## src/rtl/uart_rx_ctrl_pkg.sv

```systemverilog
// Shared definitions for the UART receive path: FSM state encoding and frame defaults.
// The transmit controller reuses the same encodings and defaults.
package uart_rx_ctrl_pkg;

  localparam int OVERSAMPLE_DEF = 16;
  localparam int DATA_BITS_DEF  = 8;

  typedef enum logic [2:0] {
    ST_IDLE      = 3'd0,
    ST_START     = 3'd1,
    ST_DATA      = 3'd2,
    ST_STOP      = 3'd3,
    ST_WAIT_HIGH = 3'd4
  } rx_state_e;

  function automatic logic state_busy(input rx_state_e s);
    return s != ST_IDLE;
  endfunction

endpackage

```

## src/rtl/uart_rx_hold.sv

```systemverilog
// Output holding register for received bytes: valid/ready handshake plus overrun
// detection when a new byte arrives while the previous one is still pending.
module uart_rx_hold
  import uart_rx_ctrl_pkg::*;
#(
  parameter int DATA_BITS = DATA_BITS_DEF
) (
  input  logic                 clk,
  input  logic                 reset,
  input  logic                 load,
  input  logic [DATA_BITS-1:0] din,
  output logic [DATA_BITS-1:0] data_out,
  output logic                 data_valid,
  input  logic                 data_ready,
  output logic                 overrun_err
);

  logic [DATA_BITS-1:0] data_d, data_q;
  logic                 valid_d, valid_q;
  logic                 overrun_d, overrun_q;

  // A consumer accept in the same cycle as a new byte frees the slot for it.
  always_comb begin
    data_d    = data_q;
    valid_d   = valid_q;
    overrun_d = 1'b0;
    if (load) begin
      if (!valid_q || data_ready) begin
        data_d  = din;
        valid_d = 1'b1;
      end else begin
        overrun_d = 1'b1;
      end
    end else if (valid_q && data_ready) begin
      valid_d = 1'b0;
    end
  end

  always_ff @(posedge clk) begin
    if (!reset) begin
      data_q    <= '0;
      valid_q   <= 1'b0;
      overrun_q <= 1'b0;
    end else begin
      data_q    <= data_d;
      valid_q   <= valid_d;
      overrun_q <= overrun_d;
    end
  end

  assign data_out    = data_q;
  assign data_valid  = valid_q;
  assign overrun_err = overrun_q;

endmodule

```

## src/rtl/uart_rx_ctrl.sv

```systemverilog
// UART receive sequencer: start-bit qualification, mid-bit sampling from an oversampled
// baud strobe, LSB-first assembly, stop-bit check, and hand-off to the holding register.
module uart_rx_ctrl
  import uart_rx_ctrl_pkg::*;
#(
  parameter int OVERSAMPLE = OVERSAMPLE_DEF,
  parameter int DATA_BITS  = DATA_BITS_DEF
) (
  input  logic                 clk,
  input  logic                 reset,
  input  logic                 tick,
  input  logic                 rx,
  output logic [DATA_BITS-1:0] data_out,
  output logic                 data_valid,
  input  logic                 data_ready,
  output logic                 frame_err,
  output logic                 overrun_err,
  output logic                 busy
);

  localparam int TW = $clog2(OVERSAMPLE);
  localparam int BW = $clog2(DATA_BITS + 1);

  localparam logic [TW-1:0] TICK_MID  = TW'(OVERSAMPLE / 2 - 1);
  localparam logic [TW-1:0] TICK_LAST = TW'(OVERSAMPLE - 1);
  localparam logic [BW-1:0] BIT_LAST  = BW'(DATA_BITS - 1);

  rx_state_e            state_d, state_q;
  logic [TW-1:0]        tick_cnt_d, tick_cnt_q;
  logic [BW-1:0]        bit_cnt_d, bit_cnt_q;
  logic [DATA_BITS-1:0] shreg_d, shreg_q;
  logic                 frame_err_d, frame_err_q;
  logic                 busy_d, busy_q;
  logic                 load;

  always_comb begin
    state_d     = state_q;
    tick_cnt_d  = tick_cnt_q;
    bit_cnt_d   = bit_cnt_q;
    shreg_d     = shreg_q;
    frame_err_d = 1'b0;
    load        = 1'b0;
    if (tick) begin
      unique case (state_q)
        ST_IDLE: begin
          if (!rx) begin
            state_d    = ST_START;
            tick_cnt_d = '0;
          end
        end
        // Re-check the line at mid start bit so short low glitches are rejected.
        ST_START: begin
          if (tick_cnt_q == TICK_MID) begin
            tick_cnt_d = '0;
            if (!rx) begin
              state_d   = ST_DATA;
              bit_cnt_d = '0;
            end else begin
              state_d = ST_IDLE;
            end
          end else begin
            tick_cnt_d = tick_cnt_q + TW'(1);
          end
        end
        ST_DATA: begin
          if (tick_cnt_q == TICK_LAST) begin
            shreg_d    = {rx, shreg_q[DATA_BITS-1:1]};
            tick_cnt_d = '0;
            bit_cnt_d  = bit_cnt_q + BW'(1);
            if (bit_cnt_q == BIT_LAST) begin
              state_d = ST_STOP;
            end
          end else begin
            tick_cnt_d = tick_cnt_q + TW'(1);
          end
        end
        ST_STOP: begin
          if (tick_cnt_q == TICK_LAST) begin
            tick_cnt_d = '0;
            if (rx) begin
              load    = 1'b1;
              state_d = ST_IDLE;
            end else begin
              frame_err_d = 1'b1;
              state_d     = ST_WAIT_HIGH;
            end
          end else begin
            tick_cnt_d = tick_cnt_q + TW'(1);
          end
        end
        // A held-low line (break) must go high before another start bit is accepted.
        ST_WAIT_HIGH: begin
          if (rx) begin
            state_d = ST_IDLE;
          end
        end
        default: state_d = ST_IDLE;
      endcase
    end
    busy_d = state_busy(state_d);
  end

  always_ff @(posedge clk) begin
    if (!reset) begin
      state_q     <= ST_IDLE;
      tick_cnt_q  <= '0;
      bit_cnt_q   <= '0;
      shreg_q     <= '0;
      frame_err_q <= 1'b0;
      busy_q      <= 1'b0;
    end else begin
      state_q     <= state_d;
      tick_cnt_q  <= tick_cnt_d;
      bit_cnt_q   <= bit_cnt_d;
      shreg_q     <= shreg_d;
      frame_err_q <= frame_err_d;
      busy_q      <= busy_d;
    end
  end

  uart_rx_hold #(
    .DATA_BITS(DATA_BITS)
  ) u_hold (
    .clk        (clk),
    .reset      (reset),
    .load       (load),
    .din        (shreg_q),
    .data_out   (data_out),
    .data_valid (data_valid),
    .data_ready (data_ready),
    .overrun_err(overrun_err)
  );

  assign frame_err = frame_err_q;
  assign busy      = busy_q;

endmodule
```

## config.mk

```make
export PLATFORM = sky130hd
export DESIGN_NAME = uart_rx_ctrl
export DESIGN_NICKNAME = d
export VERILOG_FILES = /design/src/rtl/uart_rx_ctrl_pkg.sv /design/src/rtl/uart_rx_hold.sv /design/src/rtl/uart_rx_ctrl.sv
export SDC_FILE = /design/constraint.sdc
export NUM_CORES = 1
export LEC_CHECK = 0
export CAP_MARGIN = 20
export CELL_PAD_IN_SITES_DETAIL_PLACEMENT = 1
export CELL_PAD_IN_SITES_GLOBAL_PLACEMENT = 1
export CORE_ASPECT_RATIO = 0.7
export CORE_UTILIZATION = 44
export DETAILED_ROUTE_END_ITERATION = 12
export PLACE_DENSITY_LB_ADDON = 0.25
export SYNTH_ARGS = -nofsm -noshare
export SYNTH_HDL_FRONTEND = slang
export SYNTH_SLANG_ARGS = --single-unit
```

## constraint.sdc

```tcl
create_clock -name clk -period 5 [get_ports clk]
set_clock_uncertainty 0.1 [all_clocks]
set_input_delay 0.75 -clock clk [delete_from_list [all_inputs] [get_ports clk]]
set_output_delay 0.75 -clock clk [all_outputs]
set_load 0.03 [all_outputs]
```

==> results of run 1 <==
-- cell families (layout without fill, tap and decap cells) --
| kind of cell | count (synthesis) | after routing | synth area share |
|---|---|---|---|
| adder cells (fa/ha/maj) | 2 | 2 | 0.0186 |
| XOR/XNOR | 2 | 2 | 0.0130 |
| buffers and inverters | 10 | 29 | 0.0289 |
| multiplexers | 16 | 16 | 0.119 |
| AND/OR/NAND/NOR | 60 | 60 | 0.250 |
| AO/OA/AOI/OAI | 23 | 23 | 0.109 |
| flip-flops | 31 | 31 | 0.462 |
-- routing by layer --
layer / wire length, um / up-vias / share of wire / GRT usage
met1: 1630 / 513 / 0.52 / 0.288
met5: 0 / - / 0 / 0
met2: 1340 / 24 / 0.43 / 0.322
li1: - / 543 / - / -
met4: 14 / 0 / 0.0045 / 0.0667
met3: 141 / 2 / 0.045 / 0.0818
-- area by class of cell --
class                      instances  area share
timing repair buffer              16      0.0983
sequential                        31       0.381
tap                               36      0.0276
inverter                           5      0.0115
clock buffer                       8      0.0614
multi-input combinational        103       0.420
-- worst register-to-register path, stage by stage, from the launching register on --
cell and delay (ps):
dfxtp_1 380, ha_1 320, nand3_2 160, nor3_4 330, nand2_1 360, mux2i_1 290, nor2_1 80
-- sequential cells by signal, summed over array words and instances (netlist names) --
name	count
bit_cnt_q	4
u_hold.data_out	8
shreg_q	8
tick_cnt_q	4
state_q	3
u_hold.overrun_err	1
frame_err	1
busy	1
u_hold.data_valid	1
-- layout by cell type, fill, tap and decap left out, drive strengths merged, types with 2 or more instances in the layout --
cell type / instances
and2: 3
nand2: 8
nor4: 2
a21oi: 7
a31oi: 2
nand2b: 5
or3: 3
clkdlybuf4s50: 16
o21ai: 5
mux2i: 16
o21a: 2
dfxtp: 31
inv: 5
nand4b: 2
nand3b: 2
ha: 2
nor3: 6
clkbuf: 8
nand3: 6
nor2: 20
-- stage by stage --
| step | hold slack [ps] | setup WS (ps) | instances | instance area [um^2] |
|---|---|---|---|---|
| 2_1_floorplan | 349 | 2920 | 144 | 1340 |
| 3_3_place_gp | 373 | 2300 | 191 | 1530 |
| 3_5_place_dp | 392 | 2290 | 191 | 1530 |
| 4_1_cts | 402 | 2570 | 199 | 1630 |
| 5_1_grt | 425 | 2450 | 199 | 1630 |
| 6_report | 395 | 2560 | 199 | 1630 |
-- where the power goes --
group	switching (W)	total, W	internal [W]
clock	0.0000862	0.000212	0.000125
sequential	0.00000201	0.000250	0.000248
combinational	0.0000128	0.0000202	0.00000741
total	0.000101	0.000482	0.000381
-- worst paths after layout --
path                   to  slack (ps)  depth (start not counted)
max          bit_cnt_q[1]        2560                          5
min          bit_cnt_q[1]         400                          2
max reg2reg    shreg_q[4]        2830                          6
min reg2reg  bit_cnt_q[1]         400                          2
==> run summary, run 1 <==
outcome -> finished, final reports clean
Layout area overhead -> 21.2%
Multi-input gate area -> 684 um^2
final layout net count -> 169
Max clock buf depth -> 2
top-level I/O count -> 17
Layout Utilization -> 0.573
wire length per cell -> 15.7 um
setup violators final -> 0
Worst setup EP type -> flip-flop
register area -> 621 um^2
EDFF count, synth -> 0
via count of the first global-routing pass -> 1038
vias per cell -> 5.44
CTS tree -> yes
register bit count reported by yosys -> 31
crit share post-route -> 0.488
hold crit path type -> flip-flop to flip-flop
post-synthesis cell count -> 144
Core Region -> 0.00284 mm^2
Crit Path Max Fanout -> 7
largest area contributor in the synthesized netlist -> dfxtp_1
layout cells sized above 1 -> 0.0736
Setup crit start kind -> input port
largest net degree at the start of global routing -> 26
routed vias -> 1082
initial drt markers -> 42
relative slew slack -> 0.477
CTS resizes -> 0
Final ANT Viol Nets -> 0
number of library cell types mapped by synthesis -> 36
IO Port Bufs -> 16
Arrival @ worst endpoint -> 2540 ps
Bufs and invs on worst path -> 1
Detail Placement HPWL -> 2.20 mm
height of the die -> 48.2 um
Die Area -> 0.00328 mm^2
n_diodes -> 0
slowest cell on the critical path -> clkdlybuf4s50_1
fin crit period -> 2440 ps
Synth Flop Type -> dfxtp_1
Post-synth top cells -> 31 x dfxtp_1, 20 x nor2_1, 16 x mux2i_1
initial antenna violation count -> 0
async set or reset register ratio after synthesis -> 0
RD Place Congestion -> 0.834
CP top delay family -> simple AND/OR/NAND/NOR gates
clock-pin slew on the worst setup and hold paths -> 60 ps
CP max stage delay -> 590 ps
Rows -> 16
htree depth -> 2
Max IR drop VDD -> 0.163 mV
RSZ-0062 raised after global routing -> false
Fmax -> 410 MHz
most frequent cell after synthesis -> dfxtp_1
CP required -> 5100 ps
hold buffer count at cts -> 0
Clk Latency, worst-skew pair -> 280 ps
RR Startpoint -> tick_cnt_q[0]
CP cell instances -> clkdlybuf4s50_1 > nor4_4 > o21ai_2 > or4_1 > a21oi_1
final hold vios -> 0
final slew viol count -> 0
Initial Util -> 0.473
cts bufs inserted -> 5
Syn. warnings -> 0
Synth top area share -> 0.462
P_leak -> 0.670 nW
Total Routing Usage GR -> 0.215
DRT Wirelength -> 3.13 mm
Crit Path Class -> input port to flip-flop
Hold Path Origin -> bit_cnt_q[1]
Worst-Margin Slew -> 783 ps
CTS sink cnt -> 31
sequential fraction of the synthesis area -> 0.462
global-route wire length before repair -> 4.89 mm
fill count -> 329
Root Buffer -> clkbuf_8
pwr/cell area -> 296 mW/mm^2
Avg Synthesized Cell Area -> 9.33 um^2
First-pass DRT Iterations -> 4
largest cells by area after synthesis -> dfxtp_1 46%, mux2i_1 12%, nor2_1 5.6%
max-cap viol count -> 0
total grt overflow -> 0
CP startpoint -> rx
postcts setup bufs -> 0
DRC violations left -> 0
Synthesized Nets -> 151
die width -> 68.1 um
Mapped Area -> 0.00134 mm^2
Tot Pwr -> 0.000482 W
Setup TNS Final -> 0 ps
(Power assumes the default switching activity.)
==> run 2: changes to the inputs <==
--- a/config.mk
+++ b/config.mk
@@ -9,7 +9,7 @@
 export CELL_PAD_IN_SITES_DETAIL_PLACEMENT = 1
 export CELL_PAD_IN_SITES_GLOBAL_PLACEMENT = 1
 export CORE_ASPECT_RATIO = 0.7
-export CORE_UTILIZATION = 44
+export CORE_UTILIZATION = 41
 export DETAILED_ROUTE_END_ITERATION = 12
 export PLACE_DENSITY_LB_ADDON = 0.25
 export SYNTH_ARGS = -nofsm -noshare
==> constraint.sdc (replaced) <==
create_clock -name clk -period 2.5 [get_ports clk]
set_clock_uncertainty 0.1 [all_clocks]
set_input_delay 0.375 -clock clk [delete_from_list [all_inputs] [get_ports clk]]
set_output_delay 0.375 -clock clk [all_outputs]
set_load 0.03 [all_outputs]
==> run 2 against run 1 <==
Hold slack got worse by 6.3 ps. Via count rose by 4.3%. Non-clock buffer count rose by 2. Sequential power rose by 100%. Cell area rose by 0.92%. Largest cell class unchanged.
==> run summary, run 2 (synthesized netlist as in run 1, its figures left out) <==
outcome -> finished, final reports clean
initial antenna violation count -> 0
most frequent cells in the layout -> 31 x dfxtp_1, 20 x nor2_1, 16 x mux2i_1, 16 x clkdlybuf4s50_1, 8 x nand2_1
Clk Latency, worst-skew pair -> 280 ps
Hold Path Origin -> bit_cnt_q[1]
setup violators final -> 0
htree depth -> 2
Rows -> 16
clock-pin slew on the worst setup and hold paths -> 60 ps
P_leak -> 0.680 nW
fin area -> 0.00164 mm^2
Clk network pwr share -> 0.438
Min-Delay Endpoint -> bit_cnt_q[1]
fin crit period -> 2120 ps
reg2reg setup slack -> 380 ps
CTS resizes -> 0
hold crit path type -> flip-flop to flip-flop
vias per cell -> 5.62
CTS sink cnt -> 31
final slew viol count -> 0
final layout net count -> 171
First-pass DRT Iterations -> 4
Total Routing Usage GR -> 0.214
pwr/cell area -> 588 mW/mm^2
Root Buffer -> clkbuf_8
layout cells sized above 1 -> 0.0848
Die Area -> 0.00351 mm^2
die width -> 70.4 um
Fmax -> 473 MHz
sequential power share -> 0.517
Final ANT Viol Nets -> 0
height of the die -> 49.9 um
cts bufs inserted -> 5
fill count -> 333
Setup TNS Final -> 0 ps
CP required -> 2610 ps
via count of the first global-routing pass -> 1164
wire length per cell -> 16.4 um
RD Place Congestion -> 0.826
DP Area -> 0.00154 mm^2
Setup crit start kind -> flip-flop
Worst-Margin Slew -> 492 ps
Max IR drop VDD -> 0.331 mV
Sw Ratio -> 0.210
DRC violations left -> 0
hold buffer count at cts -> 0
RR Startpoint -> tick_cnt_q[0]
CTS tree -> yes
Worst setup EP type -> flip-flop
commonest non-fill, non-tap cell in the layout -> dfxtp_1
max-cap viol count -> 0
capturing point of the worst reg2reg path -> bit_cnt_q[1]
Sw Pwr -> 0.000203 W
Crit Path Class -> flip-flop to flip-flop
IO Port Bufs -> 16
top-level I/O count -> 17
initial drt markers -> 52
largest net degree at the start of global routing -> 19
Core Region -> 0.00294 mm^2
postcts setup bufs -> 0
Int Pwr -> 0.000764 W
Logic pwr share -> 0.044
Max clock buf depth -> 2
final hold vios -> 0
DRT Wirelength -> 3.30 mm
Initial Util -> 0.457
global-route wire length before repair -> 5.73 mm
hold depth -> 2
Layout area overhead -> 22.3%
crit share post-route -> 0.846
RSZ-0062 raised after global routing -> false
relative slew slack -> 0.669
Crit Path Max Fanout -> 7
routed vias -> 1129
Detail Placement HPWL -> 2.42 mm
total grt overflow -> 0
n_diodes -> 0
Arrival @ worst endpoint -> 2230 ps
Reg2Reg Depth -> 6
run 2: worst max path at each step:
stage	slack (ps)	end	start	cells past startpoint
final	380	bit_cnt_q[1]	tick_cnt_q[0]	6
after global routing	230	bit_cnt_q[1]	tick_cnt_q[0]	6
after CTS	380	bit_cnt_q[1]	tick_cnt_q[0]	6
after detailed placement	190	bit_cnt_q[1]	rx	5
after global placement	310	bit_cnt_q[1]	rx	5
after floorplan	690	bit_cnt_q[1]	tick_cnt_q[0]	6
run 2: power by group through the flow:
| stage | logic [W] | clock network, W | registers [W] |
|---|---|---|---|
| final | 0.0000427 | 0.000424 | 0.000500 |
| after global routing | 0.0000470 | 0.000454 | 0.000500 |
| after CTS | 0.0000426 | 0.000434 | 0.000500 |
| after detailed placement | 0.0000423 | 0 | 0.000511 |
| after global placement | 0.0000414 | 0 | 0.000511 |
| after floorplan | 0.0000260 | 0 | 0.000510 |
run 2: area by class of cell:
cell class / instances / area, um^2 / area share
multi-input combinational: 103 / 684 / 0.416
sequential: 31 / 621 / 0.377
timing repair buffer: 18 / 175 / 0.107
inverter: 5 / 18.8 / 0.0114
clock buffer: 8 / 100 / 0.0609
tap: 36 / 45.0 / 0.0274
run 2: metrics by stage:
| stage | cells | utilization | hold WS [ps] | setup WS [ps] | power, W |
|---|---|---|---|---|---|
| floorplan | 144 | - | 349 | 686 | 0.000536 |
| global placement | 193 | 0.525 | 366 | 309 | 0.000553 |
| detailed placement | 193 | 0.525 | 383 | 186 | 0.000554 |
| CTS | 201 | 0.559 | 394 | 382 | 0.000977 |
| global route | 201 | 0.559 | 418 | 227 | 0.00100 |
| finish | 201 | 0.559 | 389 | 385 | 0.000967 |
run 2: routing by layer:
layer,vias to the layer above,share of wire,GRT usage
met5,-,0,0
li1,551,-,-
met2,22,0.48,0.352
met1,556,0.48,0.279
met4,0,0,0.0500
met3,0,0.040,0.0573
run 2: worst max-delay path, stage by stage, from the launching register on:
cell	delay [ps]
dfxtp_1	390
ha_1	320
nand4b_1	200
nor4_4	370
o21ai_2	120
or4_1	420
a21oi_1	140
